==> src/rtl/rst_sequencer.sv <==
// Reset release sequencer: qualifies PLL lock, then releases downstream
// resets one stage at a time with fixed spacing. Handles lock loss and
// software reset requests by reasserting every stage.
module rst_sequencer #(
  parameter int unsigned NUM_STAGES    = 3,
  parameter int unsigned STAGE_DELAY   = 16,
  parameter int unsigned LOCK_STABLE   = 64,
  parameter int unsigned SW_RST_CYCLES = 8,
  parameter int unsigned USE_LOCK      = 1
) (
  input  logic                  clk,
  input  logic                  rst,
  input  logic                  pll_lock,
  input  logic                  sw_rst_req,
  input  logic                  clr_lock_lost,
  output logic [NUM_STAGES-1:0] rst_out,
  output logic                  ready,
  output logic                  lock_lost
);

  localparam int unsigned MAX_AB    = (LOCK_STABLE > STAGE_DELAY) ? LOCK_STABLE : STAGE_DELAY;
  localparam int unsigned MAX_DELAY = (MAX_AB > SW_RST_CYCLES) ? MAX_AB : SW_RST_CYCLES;
  localparam int unsigned CNT_W     = (MAX_DELAY > 1) ? $clog2(MAX_DELAY) : 1;
  localparam int unsigned IDX_W     = (NUM_STAGES > 1) ? $clog2(NUM_STAGES) : 1;

  localparam logic [CNT_W-1:0] LOCK_LAST  = CNT_W'(LOCK_STABLE - 1);
  localparam logic [CNT_W-1:0] STAGE_LAST = CNT_W'(STAGE_DELAY - 1);
  localparam logic [CNT_W-1:0] HOLD_LAST  = CNT_W'(SW_RST_CYCLES - 1);
  localparam logic [IDX_W-1:0] IDX_LAST   = IDX_W'(NUM_STAGES - 1);

  typedef enum logic [1:0] {
    WAIT_LOCK = 2'd0,
    STAGGER   = 2'd1,
    RUN       = 2'd2,
    SW_HOLD   = 2'd3
  } state_t;

  state_t                  state, state_n;
  logic [CNT_W-1:0]        cnt, cnt_n;
  logic [IDX_W-1:0]        idx, idx_n;
  logic [NUM_STAGES-1:0]   rst_out_n;
  logic                    ready_n;
  logic                    lock_lost_n;
  logic                    lock_lost_set;
  logic [1:0]              lock_sync;
  logic                    lock_s;

  // Two-flop synchronizer for the asynchronous PLL lock
  always_ff @(posedge clk) begin
    if (rst) begin
      lock_sync <= '0;
    end else begin
      lock_sync <= {lock_sync[0], pll_lock};
    end
  end

  // Without lock monitoring the lock is treated as permanently good
  assign lock_s = (USE_LOCK != 0) ? lock_sync[1] : 1'b1;

  // State, counters and registered outputs
  always_ff @(posedge clk) begin
    if (rst) begin
      state     <= WAIT_LOCK;
      cnt       <= '0;
      idx       <= '0;
      rst_out   <= '1;
      ready     <= 1'b0;
      lock_lost <= 1'b0;
    end else begin
      state     <= state_n;
      cnt       <= cnt_n;
      idx       <= idx_n;
      rst_out   <= rst_out_n;
      ready     <= ready_n;
      lock_lost <= lock_lost_n;
    end
  end

  // Next-state and next-output logic
  always_comb begin
    state_n       = state;
    cnt_n         = cnt;
    idx_n         = idx;
    rst_out_n     = rst_out;
    ready_n       = ready;
    lock_lost_set = 1'b0;

    case (state)
      WAIT_LOCK: begin
        if (!lock_s) begin
          cnt_n = '0;
        end else if (cnt == LOCK_LAST) begin
          state_n = STAGGER;
          cnt_n   = '0;
          idx_n   = '0;
        end else begin
          cnt_n = cnt + CNT_W'(1);
        end
      end

      STAGGER, RUN: begin
        if (!lock_s) begin
          // Lock loss outranks a simultaneous software request
          state_n       = WAIT_LOCK;
          cnt_n         = '0;
          idx_n         = '0;
          rst_out_n     = '1;
          ready_n       = 1'b0;
          lock_lost_set = 1'b1;
        end else if (sw_rst_req) begin
          state_n   = SW_HOLD;
          cnt_n     = '0;
          idx_n     = '0;
          rst_out_n = '1;
          ready_n   = 1'b0;
        end else if (state == STAGGER) begin
          if (cnt == STAGE_LAST) begin
            cnt_n = '0;
            for (int k = 0; k < NUM_STAGES; k++) begin
              if (IDX_W'(k) == idx) begin
                rst_out_n[k] = 1'b0;
              end
            end
            if (idx == IDX_LAST) begin
              state_n = RUN;
              ready_n = 1'b1;
            end else begin
              idx_n = idx + IDX_W'(1);
            end
          end else begin
            cnt_n = cnt + CNT_W'(1);
          end
        end
      end

      SW_HOLD: begin
        // Lock loss is recorded but the hold always runs to completion
        if (!lock_s) begin
          lock_lost_set = 1'b1;
        end
        if (cnt == HOLD_LAST) begin
          state_n = WAIT_LOCK;
          cnt_n   = '0;
        end else begin
          cnt_n = cnt + CNT_W'(1);
        end
      end

      default: begin
        state_n   = WAIT_LOCK;
        cnt_n     = '0;
        idx_n     = '0;
        rst_out_n = '1;
        ready_n   = 1'b0;
      end
    endcase

    // Setting the sticky flag wins over a simultaneous clear
    if (lock_lost_set) begin
      lock_lost_n = 1'b1;
    end else if (clr_lock_lost) begin
      lock_lost_n = 1'b0;
    end else begin
      lock_lost_n = lock_lost;
    end
  end

endmodule

==> config.mk <==
export PLATFORM = sky130hd
export DESIGN_NAME = rst_sequencer
export DESIGN_NICKNAME = d
export VERILOG_FILES = /design/src/rtl/rst_sequencer.sv
export SDC_FILE = /design/constraint.sdc
export NUM_CORES = 1
export LEC_CHECK = 0
export CORE_ASPECT_RATIO = 1.25
export CORE_MARGIN = 1
export CORE_UTILIZATION = 50
export CTS_BUF_LIST = sky130_fd_sc_hd__clkbuf_4 sky130_fd_sc_hd__clkbuf_8
export CTS_CLUSTER_DIAMETER = 50
export DETAILED_ROUTE_END_ITERATION = 16
export PLACE_DENSITY = 0.74
export RECOVER_POWER = 50
export SLEW_MARGIN = 10
export SYNTH_ARGS = -nofsm -noshare
export SYNTH_HDL_FRONTEND = slang
export SYNTH_SLANG_ARGS = --single-unit
==> constraint.sdc <==
create_clock -name clk -period 4 [get_ports clk]
set_input_delay 0.6 -clock clk [delete_from_list [all_inputs] [get_ports clk]]
set_output_delay 0.6 -clock clk [all_outputs]
set_load 0.1 [all_outputs]
==> impl_results.rst <==
.. list-table::
   :header-rows: 1

   * - Metric
     - Value
   * - Post-cts gate resize count
     - 0
   * - Max-Slew Margin vs Limit
     - 0.212
   * - Endpoint class of the critical path
     - flop
   * - Start of the worst register-to-register path
     - state[0]
   * - Mean routed wirelength per cell
     - 14.5 microns
   * - Final Slew Violations
     - 0
   * - Max Fclk
     - about 0.38 GHz
   * - Crit-path leading delay family
     - compound AO/OA/AOI/OAI gates
   * - Global route overflow
     - 0
   * - Final Core Density
     - 0.617
   * - DP Cell Count
     - about 140
   * - Cell area after placement
     - approximately 1100 sq um
   * - Fin cells
     - 146
   * - TritonCTS clock tree
     - yes
   * - Clock Latency Late Sink
     - 0.29 ns
   * - Endpoint arrival time on the critical path
     - 2.82 ns
   * - Count of hold-fix buffers inserted at cts
     - 0
   * - Clock buffers created by TritonCTS
     - 3
   * - Destination of the critical timing path
     - idx[1]
   * - Aggregate negative setup slack
     - 0 ns
   * - Share of the synthesized area in the top cell type
     - 0.346
   * - Maximum clock skew at final layout
     - between 0.004 and 0.005 ns
   * - Nature of the critical path startpoint
     - flop
   * - R2R depth
     - 7
   * - Boundary pin count
     - 10
   * - Fraction of registers with async set or reset after synthesis
     - 0
   * - Filler cell count
     - 170
   * - Count leader, synth
     - dfxtp_1
   * - Number of synthesized flops with an enable pin
     - 0
   * - Req. time, crit path
     - 4.21 ns
   * - Total power density per cell area
     - 300 nW/um^2
   * - Worst-path clk slew
     - 0.10 ns
   * - Initial standard-cell utilization of the core
     - 0.545
   * - Antenna diode count
     - 0
   * - Number of standard-cell rows in the floorplan
     - 17
   * - Min cycle time layout
     - ~2.6 ns
   * - Final Hold Viols
     - 0
   * - Worst ir drop on vdd
     - 158 uV
   * - Global-route wire length before repair
     - 3670 microns
   * - Largest cells by area after synthesis
     - dfxtp_1 35%, ha_1 11%, nand2_1 5.3%
   * - Synthesized flop and latch total
     - 17
   * - Number of global-route vias before repair
     - 827
   * - Least setup slack across all paths after layout
     - between 1 and 1.5 ns
   * - Via count
     - between 900 and 1000
   * - CP Cell Sequence
     - inv_1, ha_1, and3b_1, a21o_1, a2111oi_0, nand4b_1, o31ai_1
   * - Fraction of final layout cells with drive strength greater than 1
     - 0.0551
   * - Initial antenna violation count
     - 0
   * - Final non-filler cell area
     - 1110 sq um
   * - Number of library cell types mapped by synthesis
     - 37
   * - Setup repair after global routing missed its margin
     - false
   * - Post-synthesis sequential area ratio
     - 0.346
   * - Die width
     - 41.7 microns
   * - Drt first-iter violations
     - 29
   * - Count of max-cap constraint violations
     - 0
   * - Delay contributed by the slowest stage of the critical path
     - 0.90 ns
   * - Worst R2R Setup Slack
     - 1.38 ns
   * - Maximum count of clock buffers along a single path
     - 2
   * - Post-route total power
     - 0.334 mW
   * - Total nets after synthesis
     - 130
   * - Growth of design area from synthesis to finish
     - 13.2%
   * - First-pass iteration count of the detailed router
     - 4
   * - Combined global-route utilization of all metal layers
     - 0.220
   * - Area of the core
     - ~1800 sq um
   * - Remaining antenna violation count
     - 0
   * - Final worst hold slack
     - 0.459 ns
   * - Post-layout net count
     - between 100 and 150
   * - Type of the worst setup path
     - flop to flop
   * - Gpl congestion
     - 0.848
   * - Post-Synthesis Cells
     - 116
   * - First element of the critical path
     - state[0]
   * - Die Footprint
     - 2150 sq um
   * - Count of port buffers added during placement
     - 9
   * - Crit path max fanout
     - 7
   * - Die Y-Extent
     - 51.6 microns
   * - Pin count of the biggest net entering global routing
     - 19
   * - Total DRC errors in the routed layout
     - 0
   * - Overall routed net length
     - 2120 microns
   * - Worst path buffer plus inverter count
     - 1
   * - Maximum level of the CTS H-tree
     - 1
   * - R2r endpoint
     - idx[1]
   * - P_leak
     - approximately 0.42 nW
   * - Placement Setup Slack
     - roughly 1.6 ns
   * - Synthesized area
     - 985 sq um
   * - Main synth FF type
     - dfxtp_1
   * - Routed vias/inst
     - ~6.3
   * - Post-CTS setup buffer count
     - 0
   * - Status
     - complete, no violations
   * - Root buffer selected by CTS
     - clkbuf_4
   * - Cell with the biggest individual delay on the critical path
     - a2111oi_0
   * - Commonest cells in the netlist
     - 17 x dfxtp_1, 14 x nand2_1, 9 x ha_1, 9 x nor2_1, 7 x a21oi_1
   * - Worst-margin pin slew
     - around 1.2 ns
   * - Average size of a mapped cell
     - roughly 8.5 sq um
   * - Cell taking the most area after synthesis
     - dfxtp_1
   * - Count of yosys warnings during synthesis
     - 0
   * - Clk sink count
     - 17
   * - Final critical-path share of the clock period
     - 0.654
   * - Post-DP HPWL
     - 1520 microns
   * - Class of the most critical hold timing path
     - flop to flop
   * - Critical path depth
     - 7
   * - Final setup fails
     - 0
==> registers in the layout, indices dropped and copies added (netlist names) <==
register	count
state	2
rst_out	3
idx	2
lock_lost	1
ready	1
cnt	6
lock_sync	2
==> final cells by class <==
class,instances,area (sq um),area share
inverter,6,22.5,0.0202
sequential,17,340,0.305
tap,19,23.8,0.0213
timing repair buffer,9,90.1,0.0808
multi-input combinational,91,608,0.545
clock buffer,4,30.0,0.0269
==> cells in the final DEF, fill, tap and decap left out, types with 2 or more instances in the layout <==
cell             instances
inv_1                    5
ha_1                     9
o31ai_1                  4
nand2_1                 14
a21o_1                   6
nor2b_1                  2
nor3_1                   4
nor2_1                   9
clkdlybuf4s50_1          8
o21ai_0                  3
a31oi_1                  3
clkbuf_4                 4
or4_1                    3
a21oi_1                  7
dfxtp_1                 17
nand4b_1                 2
nand3_1                  5
nand2b_1                 2
==> power by group <==
group / switching [mW] / internal, mW
clock: 0.0541 / 0.0455
sequential: 0.00368 / 0.174
combinational: 0.0361 / 0.0212
==> logic make-up after synthesis <==
group,Yosys count,synth area share
AND/OR/NAND/NOR,51,0.287
AO/OA/AOI/OAI,30,0.213
flip-flops,17,0.346
adder cells (fa/ha/maj),9,0.114
buffers and inverters,8,0.0305
XOR/XNOR,1,0.00890
==> metal layers <==
metal | wire [microns] | GRT usage | share of wire
met1 | 921 | 0.241 | 0.43
met2 | 1070 | 0.406 | 0.51
met3 | 77 | 0.0243 | 0.036
met4 | 48 | 0.129 | 0.023
met5 | 0 | 0 | 0
==> worst min path at each step <==
stage / startpoint / end / slack (ns) / cells past startpoint
2_1_floorplan: lock_sync[0] / lock_sync[1] / 0.41 / 1
3_5_place_dp: lock_sync[0] / lock_sync[1] / 0.43 / 1
5_1_grt: lock_sync[0] / lock_sync[1] / 0.48 / 1
3_3_place_gp: lock_sync[0] / lock_sync[1] / 0.43 / 1
4_1_cts: lock_sync[0] / lock_sync[1] / 0.46 / 1
6_report: lock_sync[0] / lock_sync[1] / 0.46 / 1
No activity file was read; power rests on OpenSTA's default activity.
